## src/rtl/tdm_pkg.sv

```systemverilog
// Shared types for the TDM lane demultiplexer: lane count, slot index and frame-alignment states.
package tdm_pkg;

  localparam int unsigned LANES = 4;

  typedef logic [$clog2(LANES)-1:0] slot_t;

  typedef enum logic {
    Hunt,
    Locked
  } state_e;

endpackage

```

## src/rtl/tdm_demux_if.sv

```systemverilog
// Serial beat input and decoded frame output bundle for tdm_demux.
interface tdm_demux_if #(
  parameter int unsigned WIDTH = 2
);

  logic             in_valid;
  logic             in_sync;
  logic [WIDTH-1:0] in_data;
  logic [WIDTH-1:0] out0;
  logic [WIDTH-1:0] out1;
  logic [WIDTH-1:0] out2;
  logic [WIDTH-1:0] out3;
  logic             frame_valid;
  logic             locked;
  logic             sync_err;

  modport master (
    output in_valid, in_sync, in_data,
    input  out0, out1, out2, out3, frame_valid, locked, sync_err
  );

  modport slave (
    input  in_valid, in_sync, in_data,
    output out0, out1, out2, out3, frame_valid, locked, sync_err
  );

endinterface

```

## src/rtl/sat_cnt8.sv

```systemverilog
// 8-bit up counter that sticks at 255; synchronous active-high reset.
module sat_cnt8 (
  input  logic       clk,
  input  logic       reset,
  input  logic       inc,
  output logic [7:0] count
);

  logic [7:0] cnt_q;

  always_ff @(posedge clk) begin
    if (reset) begin
      cnt_q <= 8'd0;
    end else if (inc && (cnt_q != 8'hff)) begin
      cnt_q <= cnt_q + 8'd1;
    end
  end

  assign count = cnt_q;

endmodule

```

## src/rtl/tdm_demux.sv

```systemverilog
// 1:4 TDM lane demultiplexer: aligns on in_sync and publishes whole frames only.
// Define TDM_DEMUX_ERRCNT_EN to add the saturating err_cnt output.
module tdm_demux
  import tdm_pkg::*;
#(
  parameter int unsigned WIDTH = 2
) (
  input  logic        clk,
  input  logic        reset,
`ifdef TDM_DEMUX_ERRCNT_EN
  output logic [7:0]  err_cnt,
`endif
  tdm_demux_if.slave  bus
);

  state_e           state_q, state_d;
  slot_t            slot_q, slot_d;
  logic [WIDTH-1:0] shadow_q [LANES-1];
  logic [WIDTH-1:0] shadow_d [LANES-1];
  logic [WIDTH-1:0] out_q [LANES];
  logic [WIDTH-1:0] out_d [LANES];
  logic             fv_q, fv_d;
  logic             serr_q, serr_d;

  always_comb begin
    state_d  = state_q;
    slot_d   = slot_q;
    shadow_d = shadow_q;
    out_d    = out_q;
    fv_d     = 1'b0;
    serr_d   = 1'b0;
    if (bus.in_valid) begin
      unique case (state_q)
        Hunt: begin
          if (bus.in_sync) begin
            shadow_d[0] = bus.in_data;
            slot_d      = slot_t'(1);
            state_d     = Locked;
          end
        end
        Locked: begin
          if (bus.in_sync && (slot_q != slot_t'(0))) begin
            // Misplaced sync restarts the frame here; the partial frame is dropped.
            serr_d      = 1'b1;
            shadow_d[0] = bus.in_data;
            slot_d      = slot_t'(1);
          end else if (slot_q == slot_t'(LANES - 1)) begin
            out_d[0] = shadow_q[0];
            out_d[1] = shadow_q[1];
            out_d[2] = shadow_q[2];
            out_d[3] = bus.in_data;
            fv_d     = 1'b1;
            slot_d   = slot_t'(0);
          end else begin
            shadow_d[slot_q] = bus.in_data;
            slot_d           = slot_q + slot_t'(1);
          end
        end
        default: state_d = Hunt;
      endcase
    end
  end

  always_ff @(posedge clk) begin
    if (reset) begin
      state_q <= Hunt;
      slot_q  <= slot_t'(0);
      for (int i = 0; i < LANES - 1; i++) shadow_q[i] <= '0;
      for (int i = 0; i < LANES; i++) out_q[i] <= '0;
      fv_q    <= 1'b0;
      serr_q  <= 1'b0;
    end else begin
      state_q  <= state_d;
      slot_q   <= slot_d;
      shadow_q <= shadow_d;
      out_q    <= out_d;
      fv_q     <= fv_d;
      serr_q   <= serr_d;
    end
  end

  assign bus.out0        = out_q[0];
  assign bus.out1        = out_q[1];
  assign bus.out2        = out_q[2];
  assign bus.out3        = out_q[3];
  assign bus.frame_valid = fv_q;
  assign bus.sync_err    = serr_q;
  assign bus.locked      = (state_q == Locked);

`ifdef TDM_DEMUX_ERRCNT_EN
  sat_cnt8 u_err_cnt (
    .clk   (clk),
    .reset (reset),
    .inc   (serr_q),
    .count (err_cnt)
  );
`endif

endmodule

```

## src/flat_wrapper.sv

```systemverilog
// flat-port wrapper written by rule: the top's interface ports become plain ports
module tdm_demux_flat import tdm_pkg::*;
#(
  parameter int unsigned WIDTH = 2
)
  (clk, reset, bus_in_valid, bus_in_sync, bus_in_data, bus_out0, bus_out1, bus_out2, bus_out3, bus_frame_valid, bus_locked, bus_sync_err);
  tdm_demux_if #(.WIDTH(WIDTH)) bus_i ();
  input  logic clk;
  input  logic reset;
  input wire logic [$bits(bus_i.in_valid)-1:0] bus_in_valid;
  input wire logic [$bits(bus_i.in_sync)-1:0] bus_in_sync;
  input wire logic [$bits(bus_i.in_data)-1:0] bus_in_data;
  output wire logic [$bits(bus_i.out0)-1:0] bus_out0;
  output wire logic [$bits(bus_i.out1)-1:0] bus_out1;
  output wire logic [$bits(bus_i.out2)-1:0] bus_out2;
  output wire logic [$bits(bus_i.out3)-1:0] bus_out3;
  output wire logic [$bits(bus_i.frame_valid)-1:0] bus_frame_valid;
  output wire logic [$bits(bus_i.locked)-1:0] bus_locked;
  output wire logic [$bits(bus_i.sync_err)-1:0] bus_sync_err;
  assign bus_i.in_valid = bus_in_valid;
  assign bus_i.in_sync = bus_in_sync;
  assign bus_i.in_data = bus_in_data;
  assign bus_out0 = bus_i.out0;
  assign bus_out1 = bus_i.out1;
  assign bus_out2 = bus_i.out2;
  assign bus_out3 = bus_i.out3;
  assign bus_frame_valid = bus_i.frame_valid;
  assign bus_locked = bus_i.locked;
  assign bus_sync_err = bus_i.sync_err;
  tdm_demux #(.WIDTH(WIDTH)) u_core (.clk(clk), .reset(reset), .bus(bus_i));
endmodule
```

## config.mk

```make
export PLATFORM = sky130hd
export DESIGN_NAME = tdm_demux_flat
export DESIGN_NICKNAME = d
export VERILOG_FILES = /design/src/rtl/tdm_pkg.sv /design/src/rtl/tdm_demux_if.sv /design/src/rtl/sat_cnt8.sv /design/src/rtl/tdm_demux.sv /design/src/flat_wrapper.sv
export SDC_FILE = /design/constraint.sdc
export NUM_CORES = 1
export LEC_CHECK = 0
export BUFFER_PORTS_ARGS = -buffer_cell sky130_fd_sc_hd__buf_2
export CORE_MARGIN = 5
export CORE_UTILIZATION = 59
export CTS_BUF_LIST = sky130_fd_sc_hd__clkbuf_4
export CTS_CLUSTER_DIAMETER = 60
export DETAILED_ROUTE_END_ITERATION = 10
export PLACE_DENSITY = 0.82
export RECOVER_POWER = 50
export SYNTH_ARGS = -nofsm -noshare
export SYNTH_HDL_FRONTEND = slang
export SYNTH_HIERARCHICAL = 1
export SYNTH_SLANG_ARGS = --single-unit
```

## constraint.sdc

```tcl
create_clock -name clk -period 2.95 [get_ports clk]
set_input_delay 0.1475 -clock clk [delete_from_list [all_inputs] [get_ports clk]]
set_output_delay 0.1475 -clock clk [all_outputs]
set_load 0.005 [all_outputs]
```

==> results.toml <==
[grt]
grt_pass1_vias = 558
grt_pass1_wl_um = 2420
grt_usage_pct = 15.5
antenna_found_initial = 0
grt_overflow = 0
grt_max_degree = 22

[die]
ios = 17
core_area_um2 = 1300
fp.dieH_um = 47.3
die_x_um = 47.3
die_area_um2 = 2230
rows = 13
start_util_pct = 63.0

[sta]
slew_violations = 0
period_share_pct = 50.2
finalSetupViolCount = 0
fin_skew_ps = 3.26
max_freq_ghz = 0.675
worst_slew_pin_slew_ps = 287
rsz0062_at_grt = "false"
finalCriticalPeriod_ps = 1480
hold_violations = 0
maxSlewHeadroom_pct = 80.7
fin_setup_tns_ps = 0

[logic_synthesis]
synth.most_common_cell = "dfxtp_1"
synth_top_cell_by_area = "dfxtp_1"
synth_common_cells = "dfxtp_1 (19), nand2b_1 (17), mux2i_1 (14)"
ys_types = 21
synth_top_cells_by_area = "dfxtp_1 (46%), mux2i_1 (17%), nand2b_1 (13%), ha_1 (6.1%), and4b_2 (1.4%)"
synth-edff-count = 0
synth.ff_latch_count = 19
syn_area_um2 = 820
ys_async_sr_fraction_pct = 0
ys_warn_count = 6
yosysSeqAreaShare_pct = 46.4
ys.flop_type = "dfxtp_1"
syn_nets = 86
syn_inst = 76
yosysTopAreaCellShare_pct = 46.4
synth_area_per_cell_um2 = 10.8

[placement]
placed_cell_area_um2 = 911
gp_congestion = 0.680
hpwl_um = 967
io_buffers = 16

[critical_path]
setup.worst_path.end_class = "flop"
crit_fanout = 7
arrival_ps = 1710
crit_required_ps = 3180
startpoint_type = "flop"
path_class = "flop to flop"

[cts]
root_buffer = "clkbuf_4"
insertion_delay_ps = 300
clk_path_buf_depth = 2
cts_tree = "done"
cts.sinks = 19
ctsHoldBuffers = 0
cts_buffers = 3
cts_resized = 0
htreeDepth = 1
post_cts_buffers = 0
clk_pin_slew_ps = 110

[cells_and_area]
drive_gt1_share_pct = 20.2
seqCellArea_um2 = 380
post-route-cell-area_um2 = 931
multi_input_area_um2 = 424
n_antenna_cell = 0
fillers = 107
num-nets-final = 105
syn_to_final_growth_pct = 13.6

[run]
drv_cap = 0

[power]
ir_worst_vdd_mv = 0.294
powerDensity_nw_per_um2 = 459
p_leak_nw = 0.422

[route]
routedWlPerCell_um = 12.2
num_vias = 574
drtPass1Iterations = 3
via_per_inst = 5.27
drt_iter0_markers = 7
drc = 0
wl_um = 1330
ant_nets = 0

[hold_path]
hold_path.class = "input port to flop"

[run_status]
status = "finished clean"
final timing paths:
kind,cells past startpoint,endpoint,slack (ps),from
max,5,u_core/bus.out2[1],1470,u_core/slot_q[0]
max reg2reg,5,u_core/bus.out2[1],1470,u_core/slot_q[0]
min reg2reg,2,u_core/bus.out1[0],480,u_core/bus.out1[0]
min,3,u_core/bus.locked,130,bus_in_sync
logic make-up (layout without fill, tap and decap cells):
kind of cell	count (synthesis)	in the layout	share of synthesized area [%]
and+or+nand+nor	29	29	23.4
buffers and inverters	4	22	1.83
adders and majority gates	4	4	6.11
DFF	19	19	46.4
muxes	14	14	17.1
AOI/OAI and AO/OA	6	6	5.19
cell type report:
cell class / instances / share of cell area (%)
well taps: 15 / 2.02
clock buffers: 3 / 2.42
repair buffers: 16 / 7.80
inverters: 2 / 0.806
flip-flops and latches: 19 / 40.9
clock inverters: 1 / 0.538
multi-input cells: 53 / 45.6
layer usage:
metal / vias up / part of all wire (%) / global-route usage [%]
li1: 300 / - / -
met5: - / 0 / 0
met1: 261 / 52 / 20.8
met3: 2 / 5.3 / 3.45
met4: 0 / 0.98 / 10.5
met2: 11 / 42 / 21.7
layout by cell type, fill, tap and decap left out, types with 2 or more instances in the layout:
master	synthesis	routed
a21oi_1	2	2
nor2_1	2	2
buf_2	0	10
clkbuf_1	2	6
clkbuf_4	0	3
dfxtp_1	19	19
nand2_1	2	2
mux2i_1	14	14
inv_1	2	2
ha_1	4	4
nand2b_1	17	17
flip-flops by register name (all words and copies together), names as in the netlist:
signal                  cells
u_core/bus.frame_valid      1
u_core/bus.locked           1
u_core/bus.out0             2
u_core/bus.out1             2
u_core/bus.out2             2
u_core/bus.out3             2
u_core/bus.sync_err         1
u_core/shadow_q             6
u_core/slot_q               2
critical path: stages, from the launching register on:
cell and delay (ps):
dfxtp_1 390, inv_1 90, ha_1 220, nand2b_1 250
nand3_2 250, mux2i_1 220
per-stage QoR:
stage,std cells,util (%),setup slack (ps),total power [W],hold WS [ps]
2_1_floorplan,76,-,1600,0.000292,288
3_3_place_gp,105,70.0,1540,0.000302,427
3_5_place_dp,105,70.0,1490,0.000302,431
4_1_cts,109,72.1,1470,0.000432,113
5_1_grt,109,71.5,1330,0.000446,154
6_report,109,71.5,1470,0.000428,126
power by group:
| group | switching [W] | internal (W) |
|---|---|---|
| Sequential | 0.00000357 | 0.000261 |
| Clock | 0.0000808 | 0.0000505 |
| Combinational | 0.0000167 | 0.0000150 |
| Total | 0.000101 | 0.000327 |
(Power assumes the default switching activity.)
